## src/rtl/raw_capture_if.sv

```systemverilog
// rtl/raw_capture_if.sv - captured pixel stream between raw_capture and the RAW-to-RGB stage
interface raw_capture_if #(
  parameter int N = 8
) ();
  logic         out_valid;
  logic [N-1:0] out_data;
  logic [11:0]  out_x;
  logic [11:0]  out_y;
  logic         out_done;

  // Producer side: the capture stage drives the pixel stream.
  modport master (
    output out_valid,
    output out_data,
    output out_x,
    output out_y,
    output out_done
  );

  // Consumer side: the downstream stage, which accepts every strobe.
  modport slave (
    input out_valid,
    input out_data,
    input out_x,
    input out_y,
    input out_done
  );
endinterface

```

## src/rtl/raw_capture.sv

```systemverilog
// rtl/raw_capture.sv - sensor capture with arm/disarm, x/y tagging, crop window and frame done
module raw_capture #(
  parameter int N       = 8,
  parameter int IN_BITS = 12
) (
  input  logic               clock,
  input  logic               reset_n,
  input  logic [11:0]        width,
  input  logic [11:0]        height,
  input  logic               start,
  input  logic               stop,
  input  logic               in_frame_valid,
  input  logic               in_line_valid,
  input  logic [IN_BITS-1:0] in_data,
  raw_capture_if.master      pix,
  output logic               busy,
  output logic [31:0]        frame_count
);

  typedef enum logic [1:0] {
    S_IDLE,
    S_ARMED,
    S_CAPTURE
  } state_t;

  state_t             state_q, state_d;
  logic               run_q, run_d;
  logic               fv1_q, lv1_q;
  logic               fv2_q, lv2_q;
  logic [IN_BITS-1:0] d1_q;
  logic [11:0]        x_q, x_d, y_q, y_d;
  logic [11:0]        w_q, w_d, h_q, h_d;
  logic               ov_q, ov_d;
  logic [N-1:0]       od_q, od_d;
  logic [11:0]        ox_q, ox_d, oy_q, oy_d;
  logic               done_q, done_d;
  logic [31:0]        fc_q, fc_d;

  logic fv_rise, fv_fall, lv_fall, sensor_pixel;

  // Edges are taken between the stage-1 sample and the one before it.
  assign fv_rise      = fv1_q & ~fv2_q;
  assign fv_fall      = ~fv1_q & fv2_q;
  assign lv_fall      = ~lv1_q & lv2_q;
  assign sensor_pixel = fv1_q & lv1_q;

  // Only the top N sensor bits travel downstream; the rest are sampled but dropped.
  generate
    if (IN_BITS > N) begin : g_lsb
      logic unused_lsb;
      assign unused_lsb = ^d1_q[IN_BITS-N-1:0];
    end
  endgenerate

  // Stage-1 sensor sampling plus the previous sample used for edge detection.
  always_ff @(posedge clock) begin
    if (!reset_n) begin
      fv1_q <= 1'b0;
      lv1_q <= 1'b0;
      d1_q  <= '0;
      fv2_q <= 1'b0;
      lv2_q <= 1'b0;
    end else begin
      fv1_q <= in_frame_valid;
      lv1_q <= in_line_valid;
      d1_q  <= in_data;
      fv2_q <= fv1_q;
      lv2_q <= lv1_q;
    end
  end

  // Next-state logic: run flag, capture FSM, coordinate counters and output stage.
  always_comb begin
    run_d   = run_q;
    state_d = state_q;
    x_d     = x_q;
    y_d     = y_q;
    w_d     = w_q;
    h_d     = h_q;
    ov_d    = 1'b0;
    od_d    = od_q;
    ox_d    = ox_q;
    oy_d    = oy_q;
    done_d  = 1'b0;
    fc_d    = fc_q;

    // stop has priority so a simultaneous start/stop leaves the block disarmed.
    if (stop) begin
      run_d = 1'b0;
    end else if (start) begin
      run_d = 1'b1;
    end

    case (state_q)
      S_IDLE: begin
        if (run_d) begin
          state_d = S_ARMED;
        end
      end
      S_ARMED: begin
        // A frame already in progress never produces a rising edge, so it is skipped.
        if (!run_d) begin
          state_d = S_IDLE;
        end else if (fv_rise) begin
          w_d     = width;
          h_d     = height;
          x_d     = '0;
          y_d     = '0;
          state_d = S_CAPTURE;
        end
      end
      S_CAPTURE: begin
        if (sensor_pixel) begin
          if ((x_q < w_q) && (y_q < h_q)) begin
            ov_d = 1'b1;
            od_d = d1_q[IN_BITS-1 -: N];
            ox_d = x_q;
            oy_d = y_q;
          end
          if (x_q != 12'hFFF) begin
            x_d = x_q + 12'd1;
          end
        end
        if (lv_fall) begin
          x_d = '0;
          if (y_q != 12'hFFF) begin
            y_d = y_q + 12'd1;
          end
        end
        // A stop during the frame only takes effect here, once the frame is complete.
        if (fv_fall) begin
          done_d  = 1'b1;
          fc_d    = fc_q + 32'd1;
          state_d = run_d ? S_ARMED : S_IDLE;
        end
      end
      default: state_d = S_IDLE;
    endcase
  end

  // Control and output register bank.
  always_ff @(posedge clock) begin
    if (!reset_n) begin
      state_q <= S_IDLE;
      run_q   <= 1'b0;
      x_q     <= '0;
      y_q     <= '0;
      w_q     <= '0;
      h_q     <= '0;
      ov_q    <= 1'b0;
      od_q    <= '0;
      ox_q    <= '0;
      oy_q    <= '0;
      done_q  <= 1'b0;
      fc_q    <= '0;
    end else begin
      state_q <= state_d;
      run_q   <= run_d;
      x_q     <= x_d;
      y_q     <= y_d;
      w_q     <= w_d;
      h_q     <= h_d;
      ov_q    <= ov_d;
      od_q    <= od_d;
      ox_q    <= ox_d;
      oy_q    <= oy_d;
      done_q  <= done_d;
      fc_q    <= fc_d;
    end
  end

  assign pix.out_valid = ov_q;
  assign pix.out_data  = od_q;
  assign pix.out_x     = ox_q;
  assign pix.out_y     = oy_q;
  assign pix.out_done  = done_q;
  assign busy          = (state_q != S_IDLE);
  assign frame_count   = fc_q;

endmodule

```

## src/flat_wrapper.sv

```systemverilog
// flat-port wrapper written by rule: the top's interface ports become plain ports
module raw_capture_flat 
#(
  parameter int N       = 8,
  parameter int IN_BITS = 12
)
  (clock, reset_n, width, height, start, stop, in_frame_valid, in_line_valid, in_data, busy, frame_count, pix_out_valid, pix_out_data, pix_out_x, pix_out_y, pix_out_done);
  raw_capture_if #(.N(N)) pix_i ();
  input  logic clock;
  input  logic reset_n;
  input  logic [11:0] width;
  input  logic [11:0] height;
  input  logic start;
  input  logic stop;
  input  logic in_frame_valid;
  input  logic in_line_valid;
  input  logic [IN_BITS-1:0] in_data;
  output logic busy;
  output logic [31:0] frame_count;
  output wire logic [$bits(pix_i.out_valid)-1:0] pix_out_valid;
  output wire logic [$bits(pix_i.out_data)-1:0] pix_out_data;
  output wire logic [$bits(pix_i.out_x)-1:0] pix_out_x;
  output wire logic [$bits(pix_i.out_y)-1:0] pix_out_y;
  output wire logic [$bits(pix_i.out_done)-1:0] pix_out_done;
  assign pix_out_valid = pix_i.out_valid;
  assign pix_out_data = pix_i.out_data;
  assign pix_out_x = pix_i.out_x;
  assign pix_out_y = pix_i.out_y;
  assign pix_out_done = pix_i.out_done;
  raw_capture #(.N(N), .IN_BITS(IN_BITS)) u_core (.clock(clock), .reset_n(reset_n), .width(width), .height(height), .start(start), .stop(stop), .in_frame_valid(in_frame_valid), .in_line_valid(in_line_valid), .in_data(in_data), .pix(pix_i), .busy(busy), .frame_count(frame_count));
endmodule
```

## config.mk

```make
export PLATFORM = sky130hd
export DESIGN_NAME = raw_capture_flat
export DESIGN_NICKNAME = d
export VERILOG_FILES = /design/src/rtl/raw_capture_if.sv /design/src/rtl/raw_capture.sv /design/src/flat_wrapper.sv
export SDC_FILE = /design/constraint.sdc
export NUM_CORES = 1
export LEC_CHECK = 0
export BUFFER_PORTS_ARGS = -buffer_cell sky130_fd_sc_hd__buf_2
export CORE_ASPECT_RATIO = 1.4
export CORE_MARGIN = 2
export CORE_UTILIZATION = 45
export CTS_BUF_LIST = sky130_fd_sc_hd__clkbuf_8
export DETAILED_ROUTE_END_ITERATION = 8
export PLACE_DENSITY_LB_ADDON = 0.12
export SYNTH_ARGS = -nofsm -noshare
export SYNTH_HDL_FRONTEND = slang
export SYNTH_SLANG_ARGS = --single-unit
```

## constraint.sdc

```tcl
create_clock -name clock -period 2.4 [get_ports clock]
set_input_delay 0.36 -clock clock [delete_from_list [all_inputs] [get_ports clock]]
set_output_delay 0.36 -clock clock [all_outputs]
set_load 0.05 [all_outputs]
```

==> reports/metrics.yaml <==
clock_network:
  cts_tree: "built"
  insertion_delay_ns: 0.44
  clkTransAtPathRegs_ns: 0.09
  cts_hold_buf: 0
  cts-resized-gates: 0
  cts.sinks: 129
  post_cts_buffers: 0
  htree_levels: 4
  numCtsBuffers: 17
  cts_max_path_buffers: 2
  root_buffer: "clkbuf_8"
logic_synthesis:
  synth_compound_area_share_pct: 9.00
  syn_inst: 686
  synth-adder-area-share_pct: 6.07
  ys_ff_latch: 129
  synth-edff-count: 0
  syn-num-nets: 757
  async_flop_share_pct: 0
  yosys.area_share.simple_pct: 25.7
  synth_cell_types: 45
  synth_warnings: 0
  muxShareOfSynthArea_pct: 5.69
  synth_top_family_by_area: "simple AND/OR/NAND/NOR gates"
  avgSynthCellArea_sq_um: 8.72
  synth_xor_area_share_pct: 5.71
  yosysSeqAreaShare_pct: 43.2
  ys.flop_type: "dfxtp_1"
  netlist_area_sq_um: 5980
floorplanning:
  dieWidth_um: 101
  die_area_sq_um: 14200
  die_h_um: 140
  io_pins: 109
  rows: 49
  coreArea_sq_um: 12900
  initial_core_util_pct: 46.2
finish:
  drive_above_1_share_pct: 20.0
  nets: 870
  areaGrowthSynthToFinish_pct: 20.2
  diodes: 0
  utilization_pct: 55.6
  fillers: 1233
  final_cell_area_sq_um: 7190
  instances_no_fill: 990
detailed_routing:
  route.detailed.drc: 0
  ant_nets: 0
  drt_wl_total_um: 13400
  vias_per_cell: 5.00
  initialDrtViolationCount: 177
  via_count: 4951
  wl_per_cell_um: 13.5
  drt-pass1-iter-count: 4
sta:
  period_needed_ns: 2.26
  worst_slew_pin_slew_ns: 0.549
  max_clock_freq_ghz: 0.443
  drv_slew: 0
  tns_ns: 0
  holdWs_ns: 0.125
  fin_skew_ns: 0.0161
  post-route-period-util_pct: 94.0
  finalWorstSetupSlack_ns: 0.144
  relSlewSlack_pct: 63.1
  rsz0062_at_grt: "no"
  setup_viol: 0
  finalHoldViolCount: 0
global_route:
  antenna_found_initial: 0
  track_usage_pct: 19.4
  first_global_vias: 4772
  grt-ovfl-total: 0
  grt_max_degree: 36
  grt_pass1_wl_um: 22200
min_path:
  hp-class: "input pin to flip-flop"
  holdPathStages: 2
outcome:
  outcome: "completed"
power_and_ir_drop:
  p_comb_share_pct: 6.1
  p_per_area_nw_per_um2: 627
  p_seq_share_pct: 48.3
  clock_power_share_pct: 45.6
  p_sw_mw: 1.09
  ir_worst_vdd_v: 0.000508
  internal-power_mw: 3.41
  p_sw_share_pct: 24.3
  p_leak_nw: 2.87
  power.total_mw: 4.51
placement:
  place_area_sq_um: 6750
  port_buffers: 104
  hpwl_um: 9690
  dp_slack_ns: 0.0988
  place_congestion: 0.833
  dpl.cell_count: 958
setup_path:
  path_cells: "inv_1, ha_1, a2111oi_2, a211o_1, a311oi_1, nor4_4, buf_12, mux2i_1"
  cp_num_buf_inv: 2
  rr_worst_depth: 8
  crit_family: "compound AO/OA/AOI/OAI gates"
  cp-end-kind: "flip-flop"
  critPathKind: "flip-flop to flip-flop"
  crit_cells: 8
  critical_path.startpoint_type: "flip-flop"
  arrival_ns: 2.62
  crit_required_ns: 2.76
  crit_path_max_incr_delay_ns: 0.35
  crit_path_top_delay_cell: "dfxtp_1"
  cp_max_fo: 33
run:
  maxCapViolations: 0
[state kept, by name, indices dropped and copies added (netlist names), 2 cells and up]
register	count
u_core.pix.out_data	8
u_core.w_q	12
u_core.d1_q	8
u_core.h_q	12
u_core.y_q	12
u_core.state_q	2
u_core.frame_count	32
u_core.pix.out_y	12
u_core.pix.out_x	12
u_core.x_q	12
[synthesized netlist by cell type, drive strengths merged (14+ instances only)]
master / instances / area [sq um]
or3: 14 / 87.6
nand4: 15 / 124
and2: 41 / 257
a21boi: 36 / 270
mux2i: 34 / 340
o21ai: 18 / 90.1
xnor2: 28 / 245
ha: 29 / 363
nand2: 142 / 533
inv: 36 / 135
dfxtp: 129 / 2580
clkbuf: 25 / 93.8
nor2: 32 / 120
nand3: 24 / 120
[cells in the final DEF, fill, tap and decap left out, drive strengths merged, types with 4 or more instances in the layout]
cell type  Yosys  routed
nor4           8       8
o21ai         18      18
a21oi          7       7
inv           36      40
nand3         24      24
nand4         15      15
dfxtp        129     129
or3           14      14
nor3           8       8
and2          41      41
mux2i         34      34
and4           5       5
nor2          32      32
ha            29      29
xor2          11      11
and3          10      10
xnor2         28      28
buf            5     124
a21boi        36      36
clkinv         0       4
clkbuf        25      17
nand2        142     142
bufinv         0       4
[routing by layer]
metal,global-route usage (%),wire length (um)
met3,5.59,586
met1,22.2,5840
met4,6.19,229
met2,34.3,6720
met5,0,0
[power by group through the flow]
| stage | clock network (mW) | logic (mW) | registers (mW) |
|---|---|---|---|
| after global routing | 2.21 | 0.307 | 2.18 |
| after detailed placement | 0 | 0.276 | 2.23 |
| after global placement | 0 | 0.268 | 2.23 |
| after floorplan | 0 | 0.172 | 2.23 |
| final | 2.05 | 0.276 | 2.18 |
| after CTS | 2.12 | 0.277 | 2.18 |
[final cells by class]
type	count	area [sq um]	area share, %
multi-input cells	491	3120	43.4
flip-flops and latches	129	2580	35.9
repair buffers	124	686	9.54
clock buffers	17	234	3.26
well taps	178	223	3.10
clock inverters	15	205	2.86
inverters	36	135	1.88
[logic make-up (layout without fill, tap and decap cells)]
family                   count (synthesis)  count (layout)
flip-flops                             129             129
multiplexers                            34              34
adder cells (fa/ha/maj)                 29              29
AO/OA/AOI/OAI                           78              78
AND/OR/NAND/NOR                        311             311
XOR/XNOR                                39              39
buffers and inverters                   66             192
[path summary, 6_finish.rpt]
kind                                   start                             endpoint  slack [ns]
hold reg to reg   u_core.d1_q[10]$_SDFF_PN0_  u_core.pix.out_data[6]$_SDFFE_PN0P_        0.44
hold / removal                    in_data[6]            u_core.d1_q[6]$_SDFF_PN0_        0.12
setup / recovery  u_core.h_q[1]$_SDFFE_PN0P_  u_core.pix.out_data[3]$_SDFFE_PN0P_        0.14
setup reg to reg  u_core.h_q[1]$_SDFFE_PN0P_  u_core.pix.out_data[3]$_SDFFE_PN0P_        0.14
No activity file was read; power rests on OpenSTA's default activity.
